$ cat src/rtl/uart_cmd_master.sv
// rtl/uart_cmd_master.sv - UART debug command initiator; optional checksum via CMD_MASTER_CHECKSUM_EN
`timescale 1ns/1ps
module uart_cmd_master #(
  parameter int NB_DATA        = 8,
  parameter int NB_RSP_LEN     = 8,
  parameter int TIMEOUT_CYCLES = 1000000
) (
  input  logic                  i_clk,
  input  logic                  i_reset,
  input  logic                  i_cmd_valid,
  output logic                  o_cmd_ready,
  input  logic [NB_DATA-1:0]    i_cmd_opcode,
  input  logic [31:0]           i_cmd_payload,
  input  logic [2:0]            i_cmd_nb_payload,
  input  logic [NB_RSP_LEN-1:0] i_rsp_len,
  output logic [NB_DATA-1:0]    o_tx_data,
  output logic                  o_tx_start,
  input  logic                  i_tx_done,
  input  logic [NB_DATA-1:0]    i_rx_data,
  input  logic                  i_rx_done,
  output logic [NB_DATA-1:0]    o_rsp_data,
  output logic                  o_rsp_valid,
  output logic                  o_done,
  output logic                  o_timeout,
  output logic                  o_rsp_err,
  output logic                  o_busy
);
  localparam int NB_TO  = $clog2(TIMEOUT_CYCLES + 1);
  localparam int NB_CNT = NB_RSP_LEN + 1;

  typedef enum logic [2:0] {S_IDLE, S_SEND, S_WAIT_TX, S_RECV, S_DONE} state_t;
  state_t r_state, w_next;

  logic [NB_DATA-1:0]    r_opcode;
  logic [31:0]           r_payload;
  logic [2:0]            r_nb;
  logic [NB_RSP_LEN-1:0] r_rsp_len;
  logic [2:0]            r_idx;
  logic [NB_CNT-1:0]     r_rx_cnt;
  logic [NB_TO-1:0]      r_to_cnt;
  logic [NB_DATA-1:0]    r_rsp_data;
  logic                  r_rsp_valid;
  logic                  r_timeout;

  logic [2:0]            w_nb_clamped;
  logic [2:0]            w_last_idx;
  logic [NB_CNT-1:0]     w_rsp_total;
  logic                  w_rx_is_data;
  logic                  w_accept;
  logic                  w_last_tx;
  logic                  w_rx_last;
  logic                  w_to_expire;
  logic [NB_DATA-1:0]    w_cur_byte;

  assign w_nb_clamped = (i_cmd_nb_payload > 3'd4) ? 3'd4 : i_cmd_nb_payload;
  assign w_accept     = i_cmd_valid && (r_state == S_IDLE);
  assign w_last_tx    = (r_idx == w_last_idx);
  assign w_rx_last    = ((r_rx_cnt + NB_CNT'(1)) == w_rsp_total);
  assign w_to_expire  = (r_to_cnt == NB_TO'(TIMEOUT_CYCLES - 1));

`ifdef CMD_MASTER_CHECKSUM_EN
  logic [NB_DATA-1:0] r_tx_chk;
  logic [NB_DATA-1:0] r_rx_chk;
  logic [NB_DATA-1:0] w_chk_in;
  logic               r_rsp_err;

  // XOR of opcode and the payload bytes that will actually be sent
  always_comb begin
    w_chk_in = i_cmd_opcode;
    for (int i = 0; i < 4; i++) begin
      if (3'(i) < w_nb_clamped) w_chk_in = w_chk_in ^ NB_DATA'(i_cmd_payload[8*i +: 8]);
    end
  end

  assign w_last_idx   = r_nb + 3'd1;
  assign w_rsp_total  = {1'b0, r_rsp_len} + NB_CNT'(1);
  assign w_rx_is_data = (r_rx_cnt < {1'b0, r_rsp_len});
  assign o_rsp_err    = (r_state == S_DONE) && r_rsp_err;

  // Checksum state: latch tx checksum, accumulate rx XOR, compare trailing byte
  always_ff @(posedge i_clk or posedge i_reset) begin
    if (i_reset) begin
      r_tx_chk  <= '0;
      r_rx_chk  <= '0;
      r_rsp_err <= 1'b0;
    end else if (w_accept) begin
      r_tx_chk  <= w_chk_in;
      r_rx_chk  <= '0;
      r_rsp_err <= 1'b0;
    end else if ((r_state == S_RECV) && i_rx_done) begin
      if (w_rx_is_data) r_rx_chk  <= r_rx_chk ^ i_rx_data;
      else              r_rsp_err <= (i_rx_data != r_rx_chk);
    end
  end
`else
  assign w_last_idx   = r_nb;
  assign w_rsp_total  = {1'b0, r_rsp_len};
  assign w_rx_is_data = 1'b1;
  assign o_rsp_err    = 1'b0;
`endif

  // Select the byte for the current transmit slot: opcode, payload LSB first, then checksum
  always_comb begin
    w_cur_byte = r_opcode;
    case (r_idx)
      3'd0:    w_cur_byte = r_opcode;
      3'd1:    w_cur_byte = NB_DATA'(r_payload[7:0]);
      3'd2:    w_cur_byte = NB_DATA'(r_payload[15:8]);
      3'd3:    w_cur_byte = NB_DATA'(r_payload[23:16]);
      default: w_cur_byte = NB_DATA'(r_payload[31:24]);
    endcase
`ifdef CMD_MASTER_CHECKSUM_EN
    if (r_idx > r_nb) w_cur_byte = r_tx_chk;
`endif
  end

  // State register
  always_ff @(posedge i_clk or posedge i_reset) begin
    if (i_reset) r_state <= S_IDLE;
    else         r_state <= w_next;
  end

  // Next-state logic
  always_comb begin
    w_next = r_state;
    case (r_state)
      S_IDLE:    if (w_accept) w_next = S_SEND;
      S_SEND:    w_next = S_WAIT_TX;
      S_WAIT_TX: begin
        if (i_tx_done) begin
          if (!w_last_tx)              w_next = S_SEND;
          else if (r_rsp_len == '0)    w_next = S_DONE;
          else                         w_next = S_RECV;
        end
      end
      S_RECV: begin
        if (i_rx_done) begin
          if (w_rx_last) w_next = S_DONE;
        end else if (w_to_expire) begin
          w_next = S_IDLE;
        end
      end
      S_DONE:    w_next = S_IDLE;
      default:   w_next = S_IDLE;
    endcase
  end

  // Datapath: command latch, byte index, response/timeout counters, response pulses
  always_ff @(posedge i_clk or posedge i_reset) begin
    if (i_reset) begin
      r_opcode    <= '0;
      r_payload   <= '0;
      r_nb        <= '0;
      r_rsp_len   <= '0;
      r_idx       <= '0;
      r_rx_cnt    <= '0;
      r_to_cnt    <= '0;
      r_rsp_data  <= '0;
      r_rsp_valid <= 1'b0;
      r_timeout   <= 1'b0;
    end else begin
      r_rsp_valid <= 1'b0;
      r_timeout   <= 1'b0;
      case (r_state)
        S_IDLE: begin
          if (w_accept) begin
            r_opcode  <= i_cmd_opcode;
            r_payload <= i_cmd_payload;
            r_nb      <= w_nb_clamped;
            r_rsp_len <= i_rsp_len;
            r_idx     <= '0;
          end
        end
        S_WAIT_TX: begin
          if (i_tx_done) begin
            if (!w_last_tx) r_idx <= r_idx + 3'd1;
            r_rx_cnt <= '0;
            r_to_cnt <= '0;
          end
        end
        S_RECV: begin
          if (i_rx_done) begin
            r_to_cnt <= '0;
            r_rx_cnt <= r_rx_cnt + NB_CNT'(1);
            if (w_rx_is_data) begin
              r_rsp_data  <= i_rx_data;
              r_rsp_valid <= 1'b1;
            end
          end else if (w_to_expire) begin
            r_timeout <= 1'b1;
          end else begin
            r_to_cnt <= r_to_cnt + NB_TO'(1);
          end
        end
        default: ;
      endcase
    end
  end

  assign o_cmd_ready = (r_state == S_IDLE);
  assign o_busy      = (r_state != S_IDLE);
  assign o_tx_start  = (r_state == S_SEND);
  assign o_tx_data   = ((r_state == S_SEND) || (r_state == S_WAIT_TX)) ? w_cur_byte : '0;
  assign o_done      = (r_state == S_DONE);
  assign o_timeout   = r_timeout;
  assign o_rsp_data  = r_rsp_data;
  assign o_rsp_valid = r_rsp_valid;

endmodule

$ cat config.mk
export PLATFORM = sky130hd
export DESIGN_NAME = uart_cmd_master
export DESIGN_NICKNAME = d
export VERILOG_FILES = /design/src/rtl/uart_cmd_master.sv
export SDC_FILE = /design/constraint.sdc
export NUM_CORES = 1
export LEC_CHECK = 0
export ABC_AREA = 1
export CAP_MARGIN = 0
export CORE_AREA = 2 2 114 116
export DETAILED_ROUTE_END_ITERATION = 8
export DIE_AREA = 0 0 116 118
export GPL_TIMING_DRIVEN = 0
export PLACE_DENSITY = 0.64
export SETUP_SLACK_MARGIN = 0.05
export SYNTH_ARGS = -nofsm -noshare
export SYNTH_HDL_FRONTEND = slang
export SYNTH_SLANG_ARGS = --single-unit
export TNS_END_PERCENT = 5
$ cat constraint.sdc
create_clock -name i_clk -period 4.9 [get_ports i_clk]
set_input_delay 1.47 -clock i_clk [delete_from_list [all_inputs] [get_ports i_clk]]
set_output_delay 1.47 -clock i_clk [all_outputs]
set_load 0.01 [all_outputs]
==> metrics <==
vias=between 4000 and 5000; number of global-route vias before repair=4605; Hold Crit Class=flip-flop to flip-flop; layout cells sized above 1=0.0665; Ys Warns=0; PortBufs=84; post-route ant nets=0; clk_lat worst skew=350 ps; CP Buf/Inv Count=2; f_max=233 MHz; synthesized flop and latch total=96; Nets=803; clk_skew=9.05 ps; synth unique cells=36; min cycle time layout=4300 ps; syn nets=707; Die Y=118 um; CP top delay family=buffers and inverters; Setup Buffers After CTS=0; final hold viol count=0; CP arrival=2830 ps; clock net sink count=96; CP Capture Type=primary output; worst slew pin tran=822 ps; Post-Route WL=13000 um; status=finished clean; Post-Place Cells=approximately 900; Max Cap Viol=0; critical path fanouts, max=8; initial antenna violation count=0; sequential element share of the synthesized area=0.488; Detail Placement HPWL=9800 um; detailed-route DRC error count=0; LEAKAGE=0.00294 uW; first-pass GRT wire length=22000 um; H-tree depth=3; fin cells=909; commonest non-fill, non-tap cell in the layout=nand2_1; crit-path cells=ha_1, ha_1, clkbuf_1, nor3_2, nand2_1, a21oi_1, clkdlybuf4s50_1; Root Buffer=clkbuf_16; TritonCTS Buffers=9; Total Power=between 3000 and 4000 uW; grt total ovfl=0; mapped cell area=approximately 4900 sq um; Crit Path Class=flip-flop to primary output; Worst IR Drop VDD=~0.28 mV; slew margin rel.=0.447; Crit path top cell by count=ha_1; Area Overhead vs Synth=28.2%; Final Wtd Congestion=0.962; diode count=0; pwr dens=505 nW/um^2; post-layout util=0.509; Longest Clk Path Bufs=2; Crit-path slowest cell=clkdlybuf4s50_1; core area=12400 sq um; post-route setup slack=603 ps; die area=between 10000 and 15000 sq um; Post-CTS Hold Buffers=0; crit path launch type=flip-flop; Initial Util=0.397; max-slew violations=0; num rows=41; Mapped Avg Cell Area=about 7.7 sq um; number of setup violations in the final report=0; Syn Inst Count=636; commonest non-fill, non-tap cells in the layout=nand2_1 (235), dfrtp_1 (96), clkdlybuf4s50_1 (84); Req. time, crit path=roughly 3400 ps; routed vias/inst=5.03; IO Pins=87; RSZ-0062 raised after global routing=no; drt wl/cell=14.3 um; pre-CTS setup slack=970 ps; clk slew on worst S/H paths=70 ps; drt initial violations=340; Total GRT Usage=0.203; largest net degree at the start of global routing=a little over 60; Final period util=0.877; cts repair resizes=0; Pre-Repair DR Iteration Count=5; Die W=116 um; worst hold slack=between 400 and 500 ps; CP max stage delay=570 ps; CTS tree=built
[final timing paths]
kind	slack (ps)	cells past startpoint	from	to
max	600	7	r_idx[0]	o_tx_data[2]
min reg2reg	470	2	o_rsp_data[6]	o_rsp_data[6]
max reg2reg	2870	11	r_to_cnt[0]	r_to_cnt[17]
max in group asynchronous	2760	3	i_reset	r_rsp_len[3]
min in group asynchronous	1500	2	i_reset	o_rsp_valid
min	470	2	o_rsp_data[6]	o_rsp_data[6]
[registers in the layout, summed over array words and instances (netlist names)]
name,count
o_rsp_data,8
o_rsp_valid,1
r_opcode,8
r_payload,32
r_rsp_len,8
r_rx_cnt,9
o_timeout,1
r_to_cnt,20
r_nb,3
r_idx,3
r_state,3
[report_power, final]
group / internal, uW / switching (uW) / leakage (uW)
combinational: 513 / 753 / 0.00155
sequential: 1050 / 159 / 0.00124
clock: 401 / 307 / 0.000144
[routing by layer]
layer	track usage	vias up	share of wire
li1	-	2246	-
met1	0.274	2144	0.44
met2	0.316	155	0.47
met3	0.0314	30	0.050
met4	0.102	0	0.037
met5	0	-	0
[cell families (layout without fill, tap and decap cells)]
group / Yosys count / count (layout) / share of synthesized area
AO/OA/AOI/OAI: 91 / 91 / 0.107
XOR/XNOR: 11 / 11 / 0.0196
adder cells (fa/ha/maj): 7 / 7 / 0.0178
buffers and inverters: 94 / 195 / 0.0792
flip-flops: 96 / 96 / 0.488
other: 1 / 1 / 0.000761
AND/OR/NAND/NOR: 336 / 336 / 0.288
[Yosys cell counts (all sizes together)]
cell type,count,area share
nor4,2,0.0025
xor2,11,0.020
nand2,235,0.18
ha,7,0.018
nor3,17,0.021
a221oi,8,0.014
nand4,13,0.017
o32ai,2,0.0036
o21ai,52,0.054
o21bai,1,0.0015
buf,16,0.019
clkbuf,4,0.0030
conb,1,0.00076
a31oi,1,0.0013
or2,2,0.0025
nand3,35,0.037
dfrtp,96,0.49
a22o,3,0.0053
inv,74,0.057
nand3b,3,0.0046
a21oi,13,0.013
a21o,1,0.0015
a31o,1,0.0018
nor2,29,0.025
o22ai,9,0.011
[worst reg2reg max path: cells and delay by family (launching register included)]
kind | cells | cell delay (ps)
AO/OA/AOI/OAI | 1 | 70
adder cells (fa/ha/maj) | 1 | 310
buffers and inverters | 3 | 370
flip-flops | 1 | 440
AND/OR/NAND/NOR | 6 | 760
[area by class of cell]
class / count / area [sq um]
fillers: 1225 / 6100
flip-flops and latches: 96 / 2400
multi-input cells: 446 / 2130
repair buffers: 85 / 868
inverters: 74 / 283
clock buffers: 13 / 280
well taps: 172 / 215
plain buffers: 20 / 110
clock inverters: 3 / 23.8
[through the flow]
| stage | TNS (ps) | area [sq um] |
|---|---|---|
| 2_1_floorplan | 0 | 4930 |
| 3_3_place_gp | -57050 | 5980 |
| 3_5_place_dp | 0 | 6010 |
| 4_1_cts | 0 | 6320 |
| 5_1_grt | 0 | 6320 |
| 6_report | 0 | 6320 |
(Power assumes the default switching activity.)
